<file path="config.mk">
export PLATFORM = sky130hd
export DESIGN_NAME = matrix_loader
export DESIGN_NICKNAME = d
export VERILOG_FILES = /design/src/rtl/matrix_pkg.sv /design/src/rtl/matrix_bank.sv /design/src/rtl/matrix_loader.sv
export SDC_FILE = /design/constraint.sdc
export NUM_CORES = 1
export LEC_CHECK = 0
export BUFFER_PORTS_ARGS = -buffer_cell sky130_fd_sc_hd__buf_2
export CELL_PAD_IN_SITES_DETAIL_PLACEMENT = 0
export CELL_PAD_IN_SITES_GLOBAL_PLACEMENT = 1
export CORE_ASPECT_RATIO = 0.6
export CORE_MARGIN = 4
export CORE_UTILIZATION = 45
export DETAILED_ROUTE_END_ITERATION = 8
export PLACE_DENSITY = 0.8
export SLEW_MARGIN = 10
export SYNTH_ARGS = -nofsm -noshare
export SYNTH_HDL_FRONTEND = slang
export SYNTH_HIERARCHICAL = 1
export SYNTH_SLANG_ARGS = --single-unit
</file>
<file path="constraint.sdc">
create_clock -name clk -period 5.7 [get_ports clk]
set_input_delay 1.14 -clock clk [delete_from_list [all_inputs] [get_ports clk]]
set_output_delay 1.14 -clock clk [all_outputs]
set_load 0.02 [all_outputs]
</file>
<file path="src/rtl/matrix_pkg.sv">
// matrix_pkg: shared defaults, loader state encoding and the flat-bus
// element offset helper used by both the loader and the multiplier datapath.
package matrix_pkg;

    localparam int MAT_N  = 2;
    localparam int MAT_DW = 8;

    typedef enum logic [1:0] {
        IDLE,
        LOAD_A,
        LOAD_B,
        FULL
    } matload_state_t;

    // Bit offset of element (r,c) in a row-major flat matrix bus.
    function automatic int unsigned elem_offset(
        input int unsigned r,
        input int unsigned c,
        input int unsigned n,
        input int unsigned dw
    );
        return (r * n + c) * dw;
    endfunction

endpackage

</file>
<file path="src/rtl/matrix_bank.sv">
// matrix_bank: register bank holding operand matrices A and B (N*N elements
// each, row-major) with a single write port and flat read-out buses.
module matrix_bank
    import matrix_pkg::*;
#(
    parameter int N  = MAT_N,
    parameter int DW = MAT_DW,
    parameter int IW = $clog2(N*N)
) (
    input  logic              clk,
    input  logic              rst_n,
    input  logic              wr_en,
    input  logic              wr_sel,   // 0 writes A, 1 writes B
    input  logic [IW-1:0]     wr_idx,
    input  logic [DW-1:0]     wr_data,
    output logic [N*N*DW-1:0] a_flat,
    output logic [N*N*DW-1:0] b_flat
);

    logic [DW-1:0] a_mem [N*N];
    logic [DW-1:0] b_mem [N*N];

    // Write the addressed element of A or B on each accepted element.
    // NOTE: the arrays are reset because the flat buses must read 0 after reset; this makes them flops, not RAM.
    always_ff @(posedge clk or negedge rst_n) begin
        if (!rst_n) begin
            for (int i = 0; i < N*N; i++) begin
                a_mem[i] <= '0;
                b_mem[i] <= '0;
            end
        end else if (wr_en) begin
            if (wr_sel) begin
                b_mem[wr_idx] <= wr_data;
            end else begin
                a_mem[wr_idx] <= wr_data;
            end
        end
    end

    // Pack both arrays onto the flat buses, element (r,c) at its row-major offset.
    always_comb begin
        a_flat = '0;
        b_flat = '0;
        for (int r = 0; r < N; r++) begin
            for (int c = 0; c < N; c++) begin
                a_flat[elem_offset(r, c, N, DW) +: DW] = a_mem[r*N + c];
                b_flat[elem_offset(r, c, N, DW) +: DW] = b_mem[r*N + c];
            end
        end
    end

endmodule

</file>
<file path="src/rtl/matrix_loader.sv">
// matrix_loader: accepts a valid/ready element stream, fills matrices A then B,
// pulses start once both are complete and holds the bank until done rises.
// Optional feature: define MATLOAD_ABORT_EN to add an abort input that
// discards a partial load.
module matrix_loader
    import matrix_pkg::*;
#(
    parameter int N  = MAT_N,
    parameter int DW = MAT_DW
) (
    input  logic              clk,
    input  logic              rst_n,
    input  logic              in_valid,
    input  logic [DW-1:0]     in_data,
    output logic              in_ready,
    input  logic              done,
`ifdef MATLOAD_ABORT_EN
    input  logic              abort,
`endif
    output logic              start,
    output logic              loaded,
    output logic [N*N*DW-1:0] a_flat,
    output logic [N*N*DW-1:0] b_flat
);

    localparam int            IW   = $clog2(N*N);
    localparam logic [IW-1:0] LAST = IW'(N*N - 1);

    matload_state_t state, state_d;
    logic [IW-1:0]  idx, idx_d;
    logic           start_d, loaded_d;
    logic           done_q;
    logic           done_rise;
    logic           xfer;
    logic           abort_hit;
    logic           wr_en, wr_sel;

    assign in_ready  = (state != FULL);
    assign xfer      = in_valid && in_ready;
    assign done_rise = done && !done_q;

`ifdef MATLOAD_ABORT_EN
    assign abort_hit = abort && (state == LOAD_A || state == LOAD_B);
`else
    assign abort_hit = 1'b0;
`endif

    // State, counter, status flags and the done edge register.
    // NOTE: non-blocking assignments so every register samples pre-edge values.
    always_ff @(posedge clk or negedge rst_n) begin
        if (!rst_n) begin
            state  <= IDLE;
            idx    <= '0;
            start  <= 1'b0;
            loaded <= 1'b0;
            done_q <= 1'b0;
        end else begin
            state  <= state_d;
            idx    <= idx_d;
            start  <= start_d;
            loaded <= loaded_d;
            done_q <= done;
        end
    end

    // Next-state, counter update and bank write control.
    // NOTE: every output gets a default first so no path can infer a latch.
    always_comb begin
        state_d  = state;
        idx_d    = idx;
        start_d  = 1'b0;
        loaded_d = loaded;
        wr_en    = 1'b0;
        wr_sel   = 1'b0;
        case (state)
            IDLE: begin
                if (xfer) begin
                    wr_en   = 1'b1;
                    idx_d   = IW'(1);
                    state_d = LOAD_A;
                end
            end
            LOAD_A: begin
                if (abort_hit) begin
                    idx_d   = '0;
                    state_d = IDLE;
                end else if (xfer) begin
                    wr_en = 1'b1;
                    idx_d = (idx == LAST) ? '0 : idx + 1'b1;
                    if (idx == LAST) begin
                        state_d = LOAD_B;
                    end
                end
            end
            LOAD_B: begin
                if (abort_hit) begin
                    idx_d   = '0;
                    state_d = IDLE;
                end else if (xfer) begin
                    wr_en  = 1'b1;
                    wr_sel = 1'b1;
                    idx_d  = (idx == LAST) ? '0 : idx + 1'b1;
                    if (idx == LAST) begin
                        state_d  = FULL;
                        start_d  = 1'b1;
                        loaded_d = 1'b1;
                    end
                end
            end
            FULL: begin
                // Only a fresh 0->1 of done releases the bank; a sticky high level does not.
                if (done_rise) begin
                    state_d  = IDLE;
                    loaded_d = 1'b0;
                end
            end
            default: state_d = IDLE;
        endcase
    end

    matrix_bank #(
        .N  (N),
        .DW (DW),
        .IW (IW)
    ) u_bank (
        .clk     (clk),
        .rst_n   (rst_n),
        .wr_en   (wr_en),
        .wr_sel  (wr_sel),
        .wr_idx  (idx),
        .wr_data (in_data),
        .a_flat  (a_flat),
        .b_flat  (b_flat)
    );

endmodule

</file>
* After elaboration in Yosys (flattened, before gate mapping) *
Cells that the tools add are included.

cells by class
  reduce and logical (&&, ||, !) cells = 14
  add/subtract/negate cells = 1
  bitwise gates (word level) = 2
  equality and inequality tests = 12
  mux-type cells = 24
  magnitude comparators = 2

operators by type and width
  kind                 count
  $bwmux 32            2
  $demux 8 s2          1
  $mux 2               8
  $ne 2x2->1 const B   7
  $mux 1               9
  $mux 8               1
  $pmux 2 s4           1
  $eq 2x2->1 const B   3
  $reduce_and 6->1     1
  $pmux 2 s2           1
  $reduce_and 2->1     2
  $reduce_and 4->1     1
  $reduce_bool 2->1    2
  $ge 3x3->1 const B   1
  $logic_and 1x1->1    3
  $lt 3x1->1 const B   1
  $not 2->3            1
  $reduce_and 3->1     1
  $reduce_or 3->1      1
  $add 2x1->2 const B  1
  $eq 2x1->1 const B   1
  $logic_not 2->1      1
  $ne 2x1->1 const B   1
  $pmux 1 s2           1
  3 further kinds      3

word-level totals
  logic and storage cells = 68
  register bits = 71
  bits of input ports = 12

* Depth between registers and ports, before layout *
  depth after elaboration = 6
  depth in mapped cells = 8
  depth with buffers taken out = 6

* Modules after synthesis *
The synthesis kept the hierarchy.

by module, submodules not included
  module         instances  area an instance (µm²)  cells each
  matrix_bank    1          2,452.4                 143
  matrix_loader  1          425.4                   38

* Least setup slack after synthesis *
OpenSTA, ideal clock, no wires.

  path kind = input to register
  from = input in_valid
  to = register u_bank.a_mem (netlist bit u_bank/a_flat[0])
  data required time = 5.575 ns
  data arrival time = 2.520 ns
  buffers on the path = 2
  library setup time = 0.125 ns
  slack = 3.055 ns
  stages = 6
  path through = nor2b_1 > buf_4 > and2_1 > buf_6 > nor4b_4 > mux2_2

on the way
  elaborated cells on any way between the ends = 6

RTL lines
  what                               line                                                           RTL
  from (decl)                        matrix_loader.sv:13                                            input logic in_valid,
  $logic_and 1x1->1                  matrix_loader.sv:39                                            assign xfer = in_valid && in_ready;
  $mux 1                             matrix_loader.sv:77, matrix_loader.sv:87, matrix_loader.sv:99
  $mux 1                             n/a
  via wr_en                          matrix_loader.sv:36                                            logic wr_en, wr_sel;
  $reduce_and 2->1 (no source line)  n/a
  to (signal, indexed assignment)    matrix_bank.sv:35                                              a_mem[wr_idx] <= wr_data;
  to (decl)                          matrix_bank.sv:20                                              logic [DW-1:0] a_mem [N*N];

The timed path passes the listed nets, and every way through them passes these cells.
A chain may end at the register's enable or synchronous reset.

* Worst setup path after layout *
  from = input in_valid
  to = register u_bank.b_mem (netlist bit u_bank/b_flat[2])

on the way
  cells in the longest elaborated chain, start to end = 4
  elaborated cells on any way between the ends = 5

RTL lines
  what                               line                 RTL
  $logic_and 1x1->1                  matrix_loader.sv:39
  $mux 1                             matrix_loader.sv:99  end else if (xfer) begin
  $mux 1                             matrix_loader.sv:75  case (state)
  via wr_sel                         matrix_loader.sv:36
  $reduce_and 2->1 (no source line)  n/a
  to (signal, indexed assignment)    matrix_bank.sv:33    b_mem[wr_idx] <= wr_data;
  to (decl)                          matrix_bank.sv:21    logic [DW-1:0] b_mem [N*N];

The timed path passes the listed nets, and every way through them passes these cells.

==> metrics.cfg <==
[floorplan]
start_util_pct = 46.7
core_mm2 = 0.00617
pin_count = 79
num_rows = 22
dieHeight_um = 69.9
die_area_mm2 = 0.00778
die_width_um = 111

[timing]
post-route-period-util_pct = 61.2
slew_viol_final = 0
tns_ns = 0
rsz0062_at_grt = false
fin_crit_ns = 3.49
finClkSkew_ns = 0.00497
hold_viol = 0
whs_ns = 0.501
worst_pin_slew_ns = 0.958
fmax_mhz = 287
slew_headroom_pct = 35.2
setup_viol = 0

[logic_synthesis]
synthCells = 181
synth_cell_type_count = 27
synth.net_count = 199
synth_edf_count = 0
ys_seq_area_share_pct = 61.7
syn_area_per_cell_um2 = 15.9
post-synth-top-count-cell = dfrtp_1
ys_ff_latch = 71
async_flop_share_pct = 100
yosysWarnings = 6
synth_top_cell_by_area = dfrtp_1
synth_common_cells = 71 x dfrtp_1, 64 x mux2_2, 6 x ha_1, 5 x buf_2, 4 x inv_1
synthesis.area_mm2 = 0.00288
synth_top_area_share_pct = 61.7
synth_area_leaders = dfrtp_1 62%, mux2_2 25%, ha_1 2.6%
synth_top_flop_cell = dfrtp_1

[power_and_ir_drop]
finalPower_mw = 2.19
worst_ir_drop_vdd_mv = 0.291
power_density_mw_per_mm2 = 612
leakage_nw = 1.81

[run_status]
outcome = completed

[route]
post_drt_via_cell_ratio = 5.05
drcViolationCount = 0
first_iter_violations = 65
antenna_left = 0
wl_per_cell_um = 17.7
drt_pass1_iterations = 4
num_vias = 1788
wirelength_um = 6260

[run]
maxCapViolations = 0

[clock_tree]
cts.sinks = 71
cts_setup_buffers = 0
clk_path_buf_depth = 2
clk_pin_slew_ns = 0.07
cts.htree.levels = 3
cts_hold_buf = 0
cts-root-buf = clkbuf_8
cts_buffers = 9
cts_tree = done
cts_resized = 0
clk_latency_ns = 0.35

[critical_path]
critPathKind = in -> reg
cp-end-kind = flop
arrival_ns = 3.72
start_kind = primary input
path_max_fanout = 14
cp.required_ns = 5.93

[finish]
num-fill-cells = 525
layout.area.seq_mm2 = 0.00178
area_growth_pct = 24.5
multiInputGateArea_mm2 = 0.00105
final_area_mm2 = 0.00358
antennaDiodeCount = 0
drive_gt1_share_pct = 63.0
nets = 283

[grt]
grt_overflow = 0
grt_antenna_before_repair = 0
grt_start_max_net_pins = 72
grt_pass1_vias = 1834
track_usage_pct = 17.1
grt_pass1_wl_um = 10000

[place]
gp_congestion = 0.719
placed_area_mm2 = 0.00336
place_hpwl_um = 4260
io_buffers = 78

[worst_hold_path]
holdCritPathClass = reg -> reg

metal layers:
metal / wire length [um] / share of wire, % / GRT usage [%] / vias to the layer above
li1: - / - / - / 823
met1: 3040 / 49 / 23.8 / 903
met2: 2600 / 42 / 22.5 / 59
met3: 593 / 9.5 / 10.0 / 3
met4: 27 / 0.43 / 4.45 / 0
met5: 0 / 0 / 0 / -
cell type report:
class                   instances  area share, %
flip-flops and latches         71           49.6
multi-input cells              98           29.4
repair buffers                 81           11.5
clock buffers                   9           3.46
well taps                      84           2.93
clock inverters                 7           2.65
inverters                       4          0.419
cells in the final DEF (no fill, tap or decap), types with 2 or more instances in the layout:
master / synthesis / routed
buf_2: 5 / 78
dfrtp_1: 71 / 71
mux2_2: 64 / 64
clkbuf_8: 0 / 9
ha_1: 6 / 6
inv_1: 4 / 4
buf_4: 2 / 3
nand4b_1: 3 / 3
nor4bb_2: 0 / 3
nor2_1: 2 / 2
nand2_1: 2 / 2
a21oi_1: 2 / 2
o21ai_1: 2 / 2
bufinv_16: 0 / 2
inv_6: 0 / 2
clkinv_2: 0 / 2
sequential cells by signal, indices dropped and copies added, names as in the netlist:
name	flops
state	2
done_q	1
start	1
u_bank/b_flat	32
loaded	1
idx	2
u_bank/a_flat	32
critical path, cell delays in order:
cell      delay (ns)
buf_2           0.09
nor2b_1         0.72
and2_1          0.43
nor4bb_2        0.91
mux2_2          0.42
path summary, 6_finish.rpt:
check | endpoint | slack (ns) | start | cells after the start
max | u_bank/b_flat[2] | 2.21 | in_valid | 5
max in group asynchronous | u_bank/a_flat[11] | 4.14 | rst_n | 2
max reg2reg | u_bank/b_flat[2] | 2.42 | state[1] | 5
min in group asynchronous | state[1] | 1.00 | rst_n | 2
min | u_bank/a_flat[25] | 0.50 | u_bank/a_flat[25] | 1
min reg2reg | u_bank/a_flat[25] | 0.50 | u_bank/a_flat[25] | 1
power breakdown:
part	leakage, nW	internal, mW	switching (mW)
sequential	0.888	0.711	0.125
combinational	0.816	0.395	0.519
clock	0.110	0.248	0.194
logic make-up (layout without fill, tap and decap cells):
family / Yosys count / in the layout / synth area share (%)
DFF: 71 / 71 / 61.7
muxes: 66 / 66 / 25.9
and+or+nand+nor: 18 / 18 / 5.09
buffers and inverters: 12 / 101 / 2.30
AOI/OAI and AO/OA: 8 / 8 / 2.35
adders and majority gates: 6 / 6 / 2.61
through the flow:
stage / std cells / setup slack, ns / utilization, %
final: 354 / 2.21 / 58.1
after global routing: 354 / 2.02 / 58.1
after CTS: 354 / 2.22 / 58.1
after detailed placement: 338 / 1.83 / 54.5
after global placement: 338 / 1.95 / 54.5
after floorplan: 181 / 3.06 / -
Power figures use the tool's default switching activity.
